`config.mk`:
```
export PLATFORM = sky130hd
export DESIGN_NAME = chan_regmem_flat
export DESIGN_NICKNAME = d
export VERILOG_FILES = /design/src/rtl/chan_regmem_if.sv /design/src/rtl/chan_regmem.sv /design/src/flat_wrapper.sv
export SDC_FILE = /design/constraint.sdc
export NUM_CORES = 1
export LEC_CHECK = 0
export CORE_ASPECT_RATIO = 1.2
export CORE_MARGIN = 5
export CORE_UTILIZATION = 55
export DETAILED_ROUTE_END_ITERATION = 8
export HOLD_SLACK_MARGIN = 0.03
export PLACE_DENSITY = 0.77
export SLEW_MARGIN = 20
export SYNTH_ARGS = -nofsm -noshare
export SYNTH_HDL_FRONTEND = slang
export SYNTH_SLANG_ARGS = --single-unit
```
`constraint.sdc`:
```
create_clock -name clk_i -period 3.5 [get_ports clk_i]
set_clock_uncertainty 0.2 [all_clocks]
set_input_delay 0.525 -clock clk_i [delete_from_list [all_inputs] [get_ports clk_i]]
set_output_delay 0.525 -clock clk_i [all_outputs]
set_load 0.05 [all_outputs]
```
`src/rtl/chan_regmem_if.sv`:
```
// Channel register store bus: sequencer-side address/strobes/data and operator-side read data.
// The master modport drives the request; the slave modport is the store itself.
interface chan_regmem_if #(
  parameter int DATA_W = 24,
  parameter int ADDR_W = 4,
  parameter int LANE_W = 8
);
  localparam int NLANE = DATA_W / LANE_W;

  logic [ADDR_W-1:0] addr;
  logic              wr;
  logic [NLANE-1:0]  wmask;
  logic [DATA_W-1:0] idata;
  logic              clr;
  logic [DATA_W-1:0] odata;
  logic              init_busy;

  modport master (
    output addr, wr, wmask, idata, clr,
    input  odata, init_busy
  );

  modport slave (
    input  addr, wr, wmask, idata, clr,
    output odata, init_busy
  );
endinterface

```
`src/rtl/chan_regmem.sv`:
```
// Per-channel register store: 1R/1W, registered read, lane-masked writes, hardware clear sequence.
// Macro CHAN_REGMEM_WR_BYPASS_EN selects write-first same-address reads; default is read-before-write.
module chan_regmem #(
  parameter int                DATA_W   = 24,
  parameter int                DEPTH    = 9,
  parameter int                ADDR_W   = 4,
  parameter int                LANE_W   = 8,
  parameter logic [DATA_W-1:0] INIT_VAL = '0
) (
  input  logic         clk_i,
  input  logic         reset_i,
  chan_regmem_if.slave bus
);
  localparam int                NLANE    = DATA_W / LANE_W;
  localparam logic [ADDR_W:0]   DEPTH_C  = (ADDR_W + 1)'(DEPTH);
  localparam logic [ADDR_W-1:0] LAST_PTR = ADDR_W'(DEPTH - 1);

  typedef enum logic {
    ST_CLEAR,
    ST_READY
  } state_t;

  state_t            state_q, state_d;
  logic [ADDR_W-1:0] ptr_q, ptr_d;
  logic              busy_q, busy_d;
  logic [DATA_W-1:0] odata_q, odata_d;

  logic [DATA_W-1:0] mem_q [DEPTH];
  logic              mem_we;
  logic [ADDR_W-1:0] mem_wa;
  logic [DATA_W-1:0] mem_wd;

  logic              in_range;
  logic [DATA_W-1:0] rd_word;
  logic [DATA_W-1:0] merged;
  logic [DATA_W-1:0] rd_next;

  assign in_range = ({1'b0, bus.addr} < DEPTH_C);
  assign rd_word  = in_range ? mem_q[bus.addr] : '0;

  // Lanes not enabled keep the stored value, so slot sub-fields update in place.
  always_comb begin
    merged = rd_word;
    for (int i = 0; i < NLANE; i++) begin
      if (bus.wmask[i]) begin
        merged[i*LANE_W +: LANE_W] = bus.idata[i*LANE_W +: LANE_W];
      end
    end
  end

`ifdef CHAN_REGMEM_WR_BYPASS_EN
  assign rd_next = (bus.wr && in_range) ? merged : rd_word;
`else
  assign rd_next = rd_word;
`endif

  always_comb begin
    state_d = state_q;
    ptr_d   = ptr_q;
    busy_d  = busy_q;
    odata_d = odata_q;
    mem_we  = 1'b0;
    mem_wa  = ptr_q;
    mem_wd  = INIT_VAL;
    case (state_q)
      ST_CLEAR: begin
        mem_we  = 1'b1;
        odata_d = '0;
        if (bus.clr) begin
          ptr_d  = '0;
          busy_d = 1'b1;
        end else if (ptr_q == LAST_PTR) begin
          state_d = ST_READY;
          busy_d  = 1'b0;
        end else begin
          ptr_d = ptr_q + 1'b1;
        end
      end
      ST_READY: begin
        mem_we  = bus.wr && in_range;
        mem_wa  = bus.addr;
        mem_wd  = merged;
        odata_d = rd_next;
        // A write coinciding with clr still lands; the sequence overwrites it later.
        if (bus.clr) begin
          state_d = ST_CLEAR;
          ptr_d   = '0;
          busy_d  = 1'b1;
        end
      end
      default: begin
        state_d = ST_CLEAR;
        ptr_d   = '0;
        busy_d  = 1'b1;
        odata_d = '0;
      end
    endcase
  end

  always_ff @(posedge clk_i or posedge reset_i) begin
    if (reset_i) begin
      state_q <= ST_CLEAR;
      ptr_q   <= '0;
      busy_q  <= 1'b1;
      odata_q <= '0;
    end else begin
      state_q <= state_d;
      ptr_q   <= ptr_d;
      busy_q  <= busy_d;
      odata_q <= odata_d;
    end
  end

  always_ff @(posedge clk_i) begin
    if (mem_we) begin
      mem_q[mem_wa] <= mem_wd;
    end
  end

  assign bus.odata     = odata_q;
  assign bus.init_busy = busy_q;
endmodule

```
`src/flat_wrapper.sv`:
```
// flat-port wrapper written by rule: the top's interface ports become plain ports
module chan_regmem_flat 
#(
  parameter int                DATA_W   = 24,
  parameter int                DEPTH    = 9,
  parameter int                ADDR_W   = 4,
  parameter int                LANE_W   = 8,
  parameter logic [DATA_W-1:0] INIT_VAL = '0
)
  (clk_i, reset_i, bus_addr, bus_wr, bus_wmask, bus_idata, bus_clr, bus_odata, bus_init_busy);
  chan_regmem_if #(.DATA_W(DATA_W), .ADDR_W(ADDR_W), .LANE_W(LANE_W)) bus_i ();
  input  logic clk_i;
  input  logic reset_i;
  input wire logic [$bits(bus_i.addr)-1:0] bus_addr;
  input wire logic [$bits(bus_i.wr)-1:0] bus_wr;
  input wire logic [$bits(bus_i.wmask)-1:0] bus_wmask;
  input wire logic [$bits(bus_i.idata)-1:0] bus_idata;
  input wire logic [$bits(bus_i.clr)-1:0] bus_clr;
  output wire logic [$bits(bus_i.odata)-1:0] bus_odata;
  output wire logic [$bits(bus_i.init_busy)-1:0] bus_init_busy;
  assign bus_i.addr = bus_addr;
  assign bus_i.wr = bus_wr;
  assign bus_i.wmask = bus_wmask;
  assign bus_i.idata = bus_idata;
  assign bus_i.clr = bus_clr;
  assign bus_odata = bus_i.odata;
  assign bus_init_busy = bus_i.init_busy;
  chan_regmem #(.DATA_W(DATA_W), .DEPTH(DEPTH), .ADDR_W(ADDR_W), .LANE_W(LANE_W), .INIT_VAL(INIT_VAL)) u_core (.clk_i(clk_i), .reset_i(reset_i), .bus(bus_i));
endmodule
```
==> results of run 1 <==
## layout make-up
type,count,share of cell area [%]
Sequential cell,246,60.7
Multi-Input combinational cell,289,22.6
Timing Repair Buffer,100,7.78
Clock buffer,34,5.69
Tap cell,224,2.35
Clock inverter,10,0.619
Inverter,9,0.283
## critical path, cell delays in order
cell	delay, ns
sky130_fd_sc_hd__clkdlybuf4s50_1	0.60
sky130_fd_sc_hd__buf_4	0.29
sky130_fd_sc_hd__buf_4	0.22
sky130_fd_sc_hd__nor4b_1	0.39
sky130_fd_sc_hd__o21ai_0	0.14
sky130_fd_sc_hd__o211ai_1	0.62
## flip-flops by register name, indices dropped and copies added (netlist names)
name / flops
u_core.bus.init_busy: 1
u_core.bus.odata: 24
u_core.mem_q: 216
u_core.ptr_q: 4
u_core.state_q: 1
## per-layer routing
layer	GRT usage [%]	share of wire (%)	vias to the layer above
li1	-	-	2539
met5	0	0	-
met2	37.0	50	344
met1	31.1	39	2988
met3	3.67	8.9	44
met4	4.68	1.8	0
## Yosys cell counts
cell type                  number  area share, %
sky130_fd_sc_hd__nor3_1         2          0.098
sky130_fd_sc_hd__mux2i_1       13            1.3
sky130_fd_sc_hd__buf_6          5           0.55
sky130_fd_sc_hd__and3b_1        4           0.34
sky130_fd_sc_hd__nand3_1       11           0.54
sky130_fd_sc_hd__nor3_4         1           0.16
sky130_fd_sc_hd__mux2_4        11            1.6
sky130_fd_sc_hd__mux4_2        37            8.2
sky130_fd_sc_hd__dfrtp_1       29            7.1
sky130_fd_sc_hd__mux2_2        11            1.2
sky130_fd_sc_hd__buf_1          3           0.11
sky130_fd_sc_hd__nor3b_1        2           0.15
sky130_fd_sc_hd__dfstp_2        1           0.26
sky130_fd_sc_hd__nor2b_1        6           0.37
sky130_fd_sc_hd__o211ai_1      11           0.81
sky130_fd_sc_hd__and3_1         2           0.12
sky130_fd_sc_hd__nand4_1       11           0.68
sky130_fd_sc_hd__o21ai_0       40            2.0
sky130_fd_sc_hd__ha_1           2           0.25
sky130_fd_sc_hd__a41oi_1        1          0.086
sky130_fd_sc_hd__o32a_1         1          0.098
sky130_fd_sc_hd__inv_1          8           0.30
sky130_fd_sc_hd__o21a_1         1          0.074
sky130_fd_sc_hd__a32oi_1       11           0.95
sky130_fd_sc_hd__clkinv_1       1          0.037
sky130_fd_sc_hd__buf_2         11           0.54
sky130_fd_sc_hd__or4_1          1          0.074
sky130_fd_sc_hd__edfxtp_1     216             64
sky130_fd_sc_hd__nand2_1       31            1.1
sky130_fd_sc_hd__nor2_1        10           0.37
sky130_fd_sc_hd__nand3b_1       1          0.074
sky130_fd_sc_hd__nor4b_1        5           0.43
sky130_fd_sc_hd__nand2b_1       3           0.18
sky130_fd_sc_hd__clkbuf_1      15           0.55
sky130_fd_sc_hd__or2_2          3           0.18
sky130_fd_sc_hd__a21oi_1       18           0.89
sky130_fd_sc_hd__buf_4          6           0.44
sky130_fd_sc_hd__o22ai_1       13           0.80
sky130_fd_sc_hd__or3_1          1          0.062
sky130_fd_sc_hd__and2_1         2           0.12
sky130_fd_sc_hd__a31oi_1        5           0.31
sky130_fd_sc_hd__nor4b_2        7            1.0
sky130_fd_sc_hd__a221oi_2      11            1.6
## metrics by stage
stage                     power (mW)  cells  hold slack [ns]
after global placement          3.81    868            0.277
after global routing            6.44    912            0.257
final                           6.23    912            0.214
after floorplan                 3.65    584            0.298
after CTS                       6.27    912            0.231
after detailed placement        3.83    868            0.307
## path summary, 6_finish.rpt
kind                                 startpoint                   end  slack [ns]  cells past startpoint
setup / recovery                    bus_addr[1]    u_core.mem_q[5][3]        0.71                      6
hold / removal                          reset_i   u_core.bus.odata[9]        0.21                      2
setup reg to reg                 u_core.state_q    u_core.mem_q[5][3]        0.71                      5
hold reg to reg            u_core.bus.init_busy  u_core.bus.init_busy        0.30                      2
max in group asynchronous               reset_i  u_core.bus.init_busy        2.12                      3
min in group clk_i         u_core.bus.init_busy  u_core.bus.init_busy        0.30                      2
## power breakdown
part,switching [mW],internal [mW],leakage (nW),total (mW)
clock network,1.04,1.42,0.361,2.46
logic,0.255,0.191,1.27,0.446
registers,0.0357,3.29,2.48,3.32
## logic make-up (layout without fill, tap and decap cells)
group	count (synthesis)	in the layout	synth area share (%)
and+or+nand+nor	103	103	6.14
AOI/OAI and AO/OA	112	112	7.60
muxes	72	72	12.3
buffers and inverters	49	153	2.53
DFF	246	246	71.2
adders and majority gates	2	2	0.246
==> results.txt, run 1 <==
----------------------------------------------------
[Status]
  Outcome ... completed

[Placement]
  Routability-driven placement congestion ratio ... approximately 0.86
  Half-perimeter wire length after placement ... ~15 mm
  Place WS ... between 0.2 and 0.3 ns
  Number of port buffers ... 59
  Cell area after placement ... about 0.011 mm2

[Min path]
  Worst hold-check path type ... in2async

[Routing]
  Remaining antenna violation count ... 0
  Detailed-route wire length per cell ... ~26 um
  Pre-Repair DR Iteration Count ... 5
  Number of remaining DRC errors ... 0
  Wire length after detailed routing ... between 20 and 25 mm
  Initial DRC Count ... around 710
  Detailed-route vias per instance ... ~6.5
  Number of vias in the routed layout ... 5915

[Worst setup path]
  Required time of the worst setup path ... ~3.5 ns
  Worst endpoint data arrival time ... between 2 and 3 ns
  Category of the most critical setup path ... in2reg
  Largest fanout of any net on the critical path ... 14
  Kind of end point of the critical path ... register
  Startpoint kind of the worst setup timing path ... input pin

[Clock tree]
  Post-CTS setup buffers ... 0
  Sink Count ... between 200 and 250
  Register clock-pin slew on the reported worst setup and hold paths ... around 0.060 ns
  Number of hold buffers added after CTS ... 0
  Count of cells resized by post-cts repair ... 0
  Clock latency on the worst-skew pair ... roughly 0.51 ns
  CTS H-tree depth ... 1
  Clock buffers created by TritonCTS ... 24
  Buffer cell driving the clock tree root ... sky130_fd_sc_hd__clkbuf_16
  Clock buffer depth ... 3
  CTS tree ... done

[Floorplan]
  Horiz. Die Dim ... 134 um
  Effective utilization at floorplan ... 56.0%
  FP Rows ... 54
  Vertical die dimension ... 159 um
  Number of placed I/O pins ... 60
  Die Footprint ... 0.0213 mm2
  Core Area ... 0.0182 mm2

[Yosys]
  Register area share after synthesis ... 71.2%
  Post-synthesis cell count ... around 580
  Synthesized net count ... roughly 620
  Number of different library cells in the post-synthesis netlist ... 43
  Number of register bits inferred by synthesis ... roughly 250
  Netlist area before placement ... between 0.01 and 0.015 mm2
  Synth warnings ... 0
  Average instance area after synthesis ... 17.4 um2

[Global routing]
  Number of antenna violations at the first check in global routing ... 0
  Pin count of the biggest net entering global routing ... 34
  GR Overflow Total ... 0
  Number of global-route vias before repair ... a little over 6k
  Global-route wire length before repair ... 36.4 mm
  Overall track demand over capacity in global routing ... roughly 22%

[Final layout]
  Number of filler instances in the final layout ... roughly 1.2k
  Most common library cell in the layout ignoring fill and taps ... sky130_fd_sc_hd__edfxtp_1
  Number of antenna cells inserted ... 0
  Post-route standard cell area excluding fillers ... between 0.01 and 0.015 mm2
  Number of nets in the layout ... between 700 and 800
  Synthesis-to-finish area growth ... 17.3%
  Total area of multi-input combinational cells ... between 0.002 and 0.003 mm2
  Layout cells sized above 1 ... 24.1%
  Most used cells in the layout excluding fill and tap cells ... sky130_fd_sc_hd__edfxtp_1 (216), sky130_fd_sc_hd__clkdlybuf4s50_1 (57), sky130_fd_sc_hd__o21ai_0 (40)
  Area used by sequential logic in the layout ... ~0.0072 mm2
  Post-route core utilization ... roughly two thirds

[Timing]
  Setup TNS after final layout ... 0 ns
  Period minus WS final ... 2.79 ns
  Setup repair after global routing missed its margin ... false
  Setup ws final ... between 0.7 and 0.8 ns
  Fmax achieved ... between 0.3 and 0.4 GHz
  Number of max-slew violations in the final report ... 0
  Number of setup violations in the final report ... 0
  Hold Fails Final Rpt ... 0
  Slew @ Worst Pin ... about 1.1 ns
  Max-slew headroom at the worst pin ... a little over a quarter
  Share of the cycle needed by the critical path after routing ... between 70% and 80%

[Pwr]
  Max VDD drop ... roughly 0.00042 V
  Static power due to leakage ... between 4 and 5 nW
  Power density cells ... around 520 mW/mm2

[Run]
  Max_cap viols ... 0

----------------------------------------------------
Note: power is estimated with default switching activity, not from simulation.
==> run 2: changes to the inputs <==
Settings changed: CORE_UTILIZATION 55 to 53.
Clock period 3.5 ns to 2.33 ns, I/O delays scaled along.
==> results.txt, run 2 (synthesis gave the netlist of run 1 again) <==
----------------------------------------------------
[Floorplan]
  Number of placed I/O pins ... 60 (unchanged)
  FP Rows ... 55 (was 54)
  Vertical die dimension ... 162 um (was 159 um)
  Horiz. Die Dim ... 136 um (was 134 um)
  Die Footprint ... 0.0221 mm2 (was 0.0213 mm2)
  Core Area ... 0.0189 mm2 (was 0.0182 mm2)
  Effective utilization at floorplan ... 53.9% (was 56.0%)

[Routing]
  Initial DRC Count ... 635 (was 706)
  Number of remaining DRC errors ... 0 (unchanged)
  Detailed-route wire length per cell ... 23.9 um (was 25.7 um)
  Wire length after detailed routing ... 23.8 mm (was 23.4 mm)
  Pre-Repair DR Iteration Count ... 5 (unchanged)
  Number of vias in the routed layout ... 6114 (was 5915)
  Detailed-route vias per instance ... 6.15 (was 6.49)
  Remaining antenna violation count ... 0 (unchanged)

[Worst setup path]
  Worst endpoint data arrival time ... 2.24 ns (was 2.79 ns)
  Largest fanout of any net on the critical path ... 13 (was 14)
  Startpoint kind of the worst setup timing path ... input pin (unchanged)
  R2r startpoint ... u_core.state_q (unchanged)
  Internal reg-to-reg setup slack ... 0.09 ns (was 0.71 ns)
  Kind of end point of the critical path ... register (unchanged)
  Cell Chain, Critical Path ... clkdlybuf4s50_1, clkinv_1, buf_12, mux2i_1, o21ai_0 (was clkdlybuf4s50_1, buf_4, buf_4, nor4b_1, o21ai_0, o211ai_1)
  Depth of the worst register-to-register path ... 3 (was 5)
  Count of buffering cells on the critical path with inverters included ... 3 (unchanged)
  Critical-path top delay cell ... sky130_fd_sc_hd__clkdlybuf4s50_1 (was sky130_fd_sc_hd__o211ai_1)
  Category of the most critical setup path ... in2reg (unchanged)
  Maximum cell stage delay along the critical path ... 0.67 ns (was 0.62 ns)
  Required time of the worst setup path ... 2.33 ns (was 3.50 ns)
  CP top delay family ... buffers and inverters (unchanged)
  Reg-to-reg endpoint ... u_core.mem_q[2][11] (was u_core.mem_q[5][3])

[Global routing]
  Number of global-route vias before repair ... 6304 (was 6179)
  GR Overflow Total ... 0 (unchanged)
  Global-route wire length before repair ... 36.4 mm (unchanged)
  Number of antenna violations at the first check in global routing ... 1 (was 0)
  Overall track demand over capacity in global routing ... 21.8% (was 22.1%)
  Pin count of the biggest net entering global routing ... 35 (was 34)

[Timing]
  Number of setup violations in the final report ... 0 (unchanged)
  Number of max-slew violations in the final report ... 0 (unchanged)
  Hold Fails Final Rpt ... 0 (unchanged)
  Fmax achieved ... approximately 0.45 GHz
  Setup repair after global routing missed its margin ... true (was false)
  Share of the cycle needed by the critical path after routing ... between 90% and 100%
  Minimum hold slack ... 0.0331 ns (was 0.214 ns)
  Setup ws final ... 0.0949 ns (was 0.706 ns)
  Max-slew headroom at the worst pin ... 46.8% (was 26.5%)
  Period minus WS final ... about 2.2 ns
  Slew @ Worst Pin ... 0.790 ns (was 1.09 ns)

[Placement]
  Number of port buffers ... 59 (unchanged)
  Cell area after placement ... 0.0118 mm2 (was 0.0112 mm2)
  Half-perimeter wire length after placement ... 15.1 mm (was 15.0 mm)
  Routability-driven placement congestion ratio ... 0.827 (was 0.859)
  Place WS ... -0.515 ns (was 0.272 ns)

[Pwr]
  Clock share of power ... 41.5% (was 39.5%)
  Fraction of power consumed by sequential logic ... 50.3% (was 53.3%)
  Switching fraction of total power ... 20.5% (was 21.3%)
  Share of power burned in combinational logic ... 8.2% (was 7.2%)
  Net load switching power ... 2.03 mW (was 1.33 mW)
  Static power due to leakage ... 4.48 nW (was 4.11 nW)
  Pint ... 7.88 mW (was 4.90 mW)
  Post-layout total power ... 9.91 mW (was 6.23 mW)
  Max VDD drop ... 0.000616 V (was 0.000416 V)
  Power density cells ... 784 mW/mm2 (was 522 mW/mm2)

[Clock tree]
  Clock latency on the worst-skew pair ... 0.51 ns (about the same)
  Clock buffers created by TritonCTS ... 24 (unchanged)
  CTS H-tree depth ... 1 (unchanged)
  Register clock-pin slew on the reported worst setup and hold paths ... 0.06 ns (about the same)
  Clock buffer depth ... 3 (unchanged)
  CTS tree ... done (unchanged)
  Sink Count ... 246 (unchanged)
  Buffer cell driving the clock tree root ... sky130_fd_sc_hd__clkbuf_16 (unchanged)

[Run]
  Max_cap viols ... 0 (unchanged)

[Final layout]
  Number of nets in the layout ... 757 (was 707)
  Most common library cell in the layout ignoring fill and taps ... sky130_fd_sc_hd__edfxtp_1 (unchanged)
  Largest register by flop count ... u_core.mem_q (unchanged)
  Max reg flops ... 216 (unchanged)
  Post-route core utilization ... 67.1% (was 65.7%)
  Layout cells sized above 1 ... 30.4% (was 24.1%)
  Number of antenna cells inserted ... 0 (unchanged)
  Number of filler instances in the final layout ... 1234 (was 1172)
  Post-route standard cell area excluding fillers ... 0.0126 mm2 (was 0.0119 mm2)
  Most used cells in the layout excluding fill and tap cells ... sky130_fd_sc_hd__edfxtp_1 (216), sky130_fd_sc_hd__buf_4 (75), sky130_fd_sc_hd__clkdlybuf4s50_1 (56) (was sky130_fd_sc_hd__edfxtp_1 (216), sky130_fd_sc_hd__clkdlybuf4s50_1 (57), sky130_fd_sc_hd__o21ai_0 (40))
  Synthesis-to-finish area growth ... 24.3% (was 17.3%)

[Min path]
  Worst hold-check path type ... in2async (unchanged)

[Status]
  Outcome ... completed (unchanged)

----------------------------------------------------
## run 2: cell types whose count changed in the layout (fill, tap and decap cells not counted)
| cell | before | now |
|---|---|---|
| sky130_fd_sc_hd__clkdlybuf4s50_1 | 57 | 56 |
| sky130_fd_sc_hd__buf_4 | 39 | 75 |
| sky130_fd_sc_hd__nor2_2 | 8 | 5 |
| sky130_fd_sc_hd__dlygate4sd2_1 | 0 | 1 |
| sky130_fd_sc_hd__clkinv_1 | 6 | 2 |
| sky130_fd_sc_hd__clkbuf_1 | 7 | 3 |
| sky130_fd_sc_hd__bufinv_16 | 1 | 4 |
| sky130_fd_sc_hd__buf_12 | 3 | 17 |
| sky130_fd_sc_hd__clkinvlp_4 | 2 | 0 |
| sky130_fd_sc_hd__clkbuf_8 | 2 | 5 |
| sky130_fd_sc_hd__o21ai_1 | 0 | 7 |
| sky130_fd_sc_hd__o21ai_0 | 40 | 33 |
| sky130_fd_sc_hd__clkinv_2 | 2 | 6 |
| sky130_fd_sc_hd__nor2_4 | 0 | 3 |
## run 2: worst max path at each step
stage | start | to | slack (ns) | cells after the start
global placement | bus_addr[1] | u_core.mem_q[2][23] | -0.30 | 5
CTS | bus_addr[1] | u_core.mem_q[1][14] | 0.02 | 5
finish | bus_addr[1] | u_core.mem_q[1][13] | 0.09 | 5
global route | u_core.state_q | u_core.mem_q[0][13] | -0.04 | 3
detailed placement | bus_addr[1] | u_core.mem_q[6][3] | -0.52 | 5
floorplan | bus_addr[2] | u_core.mem_q[4][0] | -0.50 | 5
## run 2: area by class of cell
cell class	instances	area [um2]	area share, %
Sequential cell	246	7240	57.2
Multi-Input combinational cell	289	2710	21.5
Timing Repair Buffer	150	1480	11.7
Clock buffer	33	706	5.58
Tap cell	256	320	2.53
Clock inverter	11	154	1.22
Inverter	9	33.8	0.267
## run 2: power by group through the flow
stage	Sequential, mW	Combinational [mW]	Clock, mW
final	4.99	0.809	4.11
after global placement	5.06	0.788	0
after floorplan	5.06	0.426	0
after detailed placement	5.08	0.805	0
after global routing	4.99	0.856	4.38
after CTS	4.99	0.812	4.18
## run 2: per-layer routing
metal	vias up	share of wire, %	wire length (um)	track usage (%)
li1	2656	-	-	-
met2	329	49	11700	36.0
met5	-	0.055	13	0
met1	3076	39	9340	29.9
met4	2	2.2	517	5.82
met3	51	9.1	2170	4.46
## run 2: repair_timing
item	CTS	global route
hold buffers	0	0
buffers inserted	0	3
pin swaps	0	3
endpoints found under the setup margin	1	108
gates resized for setup	1	7
## run 2: tightest hold or removal path, stage by stage
cell                              delay, ns
sky130_fd_sc_hd__clkdlybuf4s50_1       0.39
sky130_fd_sc_hd__inv_1                 0.05
sky130_fd_sc_hd__buf_4                 0.38
## run 2: metrics by stage
step                std cells  setup TNS (ns)
floorplan                 584          -39.17
global placement          947          -68.78
detailed placement        947          -97.93
CTS                       991               0
global route              994          -0.639
finish                    994               0
==> run 3: changes to the inputs <==
Settings changed: PLACE_DENSITY 0.77 to 0.76.
==> results.txt, run 3 (synthesis gave the netlist of run 1 again) <==
----------------------------------------------------
[Floorplan]
  Effective utilization at floorplan ... 53.9% (unchanged)
  FP Rows ... 55 (unchanged)
  Vertical die dimension ... 162 um (unchanged)
  Die Footprint ... 0.0221 mm2 (unchanged)
  Core Area ... 0.0189 mm2 (unchanged)
  Number of placed I/O pins ... 60 (unchanged)
  Horiz. Die Dim ... 136 um (unchanged)

[Routing]
  Pre-Repair DR Iteration Count ... 5 (unchanged)
  Number of vias in the routed layout ... 6103 (was 6114)
  Initial DRC Count ... 624 (was 635)
  Detailed-route vias per instance ... 6.01 (was 6.15)
  Wire length after detailed routing ... 23.8 mm (about the same)
  Detailed-route wire length per cell ... 23.5 um (was 23.9 um)
  Remaining antenna violation count ... 0 (unchanged)
  Number of remaining DRC errors ... 0 (unchanged)

[Pwr]
  Static power due to leakage ... 4.57 nW (was 4.48 nW)
  Switching fraction of total power ... 20.5% (about the same)
  Post-layout total power ... 9.98 mW (was 9.91 mW)
  Fraction of power consumed by sequential logic ... 49.9% (was 50.3%)
  Net load switching power ... 2.04 mW (was 2.03 mW)
  Power density cells ... 783 mW/mm2 (was 784 mW/mm2)
  Max VDD drop ... 0.000604 V (was 0.000616 V)
  Share of power burned in combinational logic ... 7.9% (was 8.2%)
  Clock share of power ... 42.2% (was 41.5%)
  Pint ... 7.94 mW (was 7.88 mW)

[Final layout]
  Layout cells sized above 1 ... 32.2% (was 30.4%)
  Most common library cell in the layout ignoring fill and taps ... sky130_fd_sc_hd__edfxtp_1 (unchanged)
  Most used cells in the layout excluding fill and tap cells ... sky130_fd_sc_hd__edfxtp_1 (216), sky130_fd_sc_hd__buf_4 (102), sky130_fd_sc_hd__clkdlybuf4s50_1 (56) (was sky130_fd_sc_hd__edfxtp_1 (216), sky130_fd_sc_hd__buf_4 (75), sky130_fd_sc_hd__clkdlybuf4s50_1 (56))
  Synthesis-to-finish area growth ... 25.3% (was 24.3%)
  Number of nets in the layout ... 779 (was 757)
  Largest register by flop count ... u_core.mem_q (unchanged)
  Max reg flops ... 216 (unchanged)
  Post-route standard cell area excluding fillers ... 0.0127 mm2 (was 0.0126 mm2)
  Final cell count without fillers ... 1016 (was 994)
  Number of antenna cells inserted ... 0 (unchanged)

[Worst setup path]
  Critical-path top delay cell ... sky130_fd_sc_hd__o21ai_0 (was sky130_fd_sc_hd__clkdlybuf4s50_1)
  Startpoint kind of the worst setup timing path ... input pin (unchanged)
  Cell Chain, Critical Path ... clkdlybuf4s50_1, buf_4, nand2b_1, or2_2, o21ai_0 (was clkdlybuf4s50_1, clkinv_1, buf_12, mux2i_1, o21ai_0)
  Kind of end point of the critical path ... register (unchanged)
  Required time of the worst setup path ... 2.32 ns (was 2.33 ns)
  Category of the most critical setup path ... in2reg (unchanged)
  Maximum cell stage delay along the critical path ... 0.68 ns (was 0.67 ns)
  Largest fanout of any net on the critical path ... 9 (was 13)
  Worst endpoint data arrival time ... 2.25 ns (was 2.24 ns)

[Global routing]
  Pin count of the biggest net entering global routing ... 31 (was 35)
  GR Overflow Total ... 0 (unchanged)
  Number of antenna violations at the first check in global routing ... 0 (was 1)
  Number of global-route vias before repair ... 6454 (was 6304)
  Overall track demand over capacity in global routing ... 21.9% (was 21.8%)
  Global-route wire length before repair ... 36.6 mm (was 36.4 mm)

[Clock tree]
  Buffer cell driving the clock tree root ... sky130_fd_sc_hd__clkbuf_16 (unchanged)
  Number of hold buffers added after CTS ... 0 (unchanged)
  Clock buffers created by TritonCTS ... 24 (unchanged)
  Clock latency on the worst-skew pair ... 0.50 ns (was 0.51 ns)
  CTS H-tree depth ... 1 (unchanged)
  Register clock-pin slew on the reported worst setup and hold paths ... 0.07 ns (was 0.06 ns)
  CTS tree ... done (unchanged)
  Sink Count ... 246 (unchanged)
  Clock buffer depth ... 3 (unchanged)

[Timing]
  Hold Fails Final Rpt ... 0 (unchanged)
  Number of setup violations in the final report ... 0 (unchanged)
  Period minus WS final ... 2.26 ns (was 2.24 ns)
  Share of the cycle needed by the critical path after routing ... 97.1% (was 95.9%)
  Setup repair after global routing missed its margin ... false (was true)
  Fmax achieved ... 0.442 GHz (was 0.447 GHz)
  Number of max-slew violations in the final report ... 0 (unchanged)
  Slew @ Worst Pin ... 0.864 ns (was 0.790 ns)
  Max-slew headroom at the worst pin ... 42.3% (was 46.8%)

[Placement]
  Count of placed standard cells including taps ... 964 (was 947)
  Half-perimeter wire length after placement ... 15.4 mm (was 15.1 mm)
  Cell area after placement ... 0.0118 mm2 (about the same)
  Number of port buffers ... 59 (unchanged)
  Routability-driven placement congestion ratio ... 0.861 (was 0.827)

[Status]
  Outcome ... completed (unchanged)

[Run]
  Max_cap viols ... 0 (unchanged)

[Min path]
  Worst hold-check path type ... in2async (unchanged)

----------------------------------------------------
run 3: metal layers:
metal  part of all wire (%)  vias up  track usage [%]
li1                       -     2685                -
met1                     40     3081             30.0
met2                     50      289             35.8
met3                    8.1       48             4.55
met4                    2.3        0             6.65
met5                      0        -                0
run 3: path summary, 6_finish.rpt:
check	start	end	slack [ns]	cells after the start
worst max register to register	u_core.state_q	u_core.mem_q[8][9]	0.09	3
worst min register to register	u_core.bus.init_busy	u_core.bus.init_busy	0.28	2
worst max-delay path	bus_addr[3]	u_core.mem_q[2][16]	0.07	5
max in group asynchronous	reset_i	u_core.bus.init_busy	1.52	3
min in group clk_i	bus_addr[2]	u_core.bus.odata[10]	0.27	4
worst min-delay path	reset_i	u_core.bus.odata[14]	0.05	3
run 3: cell type report:
| type | instances | area (um2) |
|---|---|---|
| Fill cell | 1259 | 6110 |
| Clock buffer | 30 | 644 |
| Timing Repair Buffer | 172 | 1560 |
| Tap cell | 256 | 320 |
| Clock inverter | 14 | 228 |
| Multi-Input combinational cell | 289 | 2710 |
| Sequential cell | 246 | 7240 |
| Inverter | 9 | 33.8 |
run 3: worst max-delay path: cells and delay by family:
family	cells	cell delay, ns
buffers and inverters	2	0.73
AOI/OAI and AO/OA	1	0.68
and+or+nand+nor	2	0.50
run 3: what timing repair did:
action | 4_1_cts | 5_1_grt
cloned | 0 | 0
buffers inserted | 3 | 5
gates resized for setup | 1 | 6
setup endpoints to repair | 28 | 140
pin swaps | 3 | 6
run 3: power groups by stage:
stage	registers, mW	logic (mW)	clock network [mW]
finish	4.98	0.786	4.21
global route	4.99	0.836	4.49
CTS	4.98	0.785	4.28
detailed placement	5.07	0.778	0
global placement	5.06	0.760	0
floorplan	5.06	0.426	0
run 3: stage by stage:
stage | hold WS [ns] | TNS, ns | util, % | setup slack, ns
2_1_floorplan | 0.213 | -39.17 | - | -0.504
3_3_place_gp | 0.269 | -75.81 | 62.6 | -0.341
3_5_place_dp | 0.280 | -100.29 | 62.6 | -0.471
4_1_cts | 0.0611 | 0 | 67.3 | 0.00501
5_1_grt | 0.0710 | 0 | 67.6 | 0.0261
6_report | 0.0460 | 0 | 67.6 | 0.0678
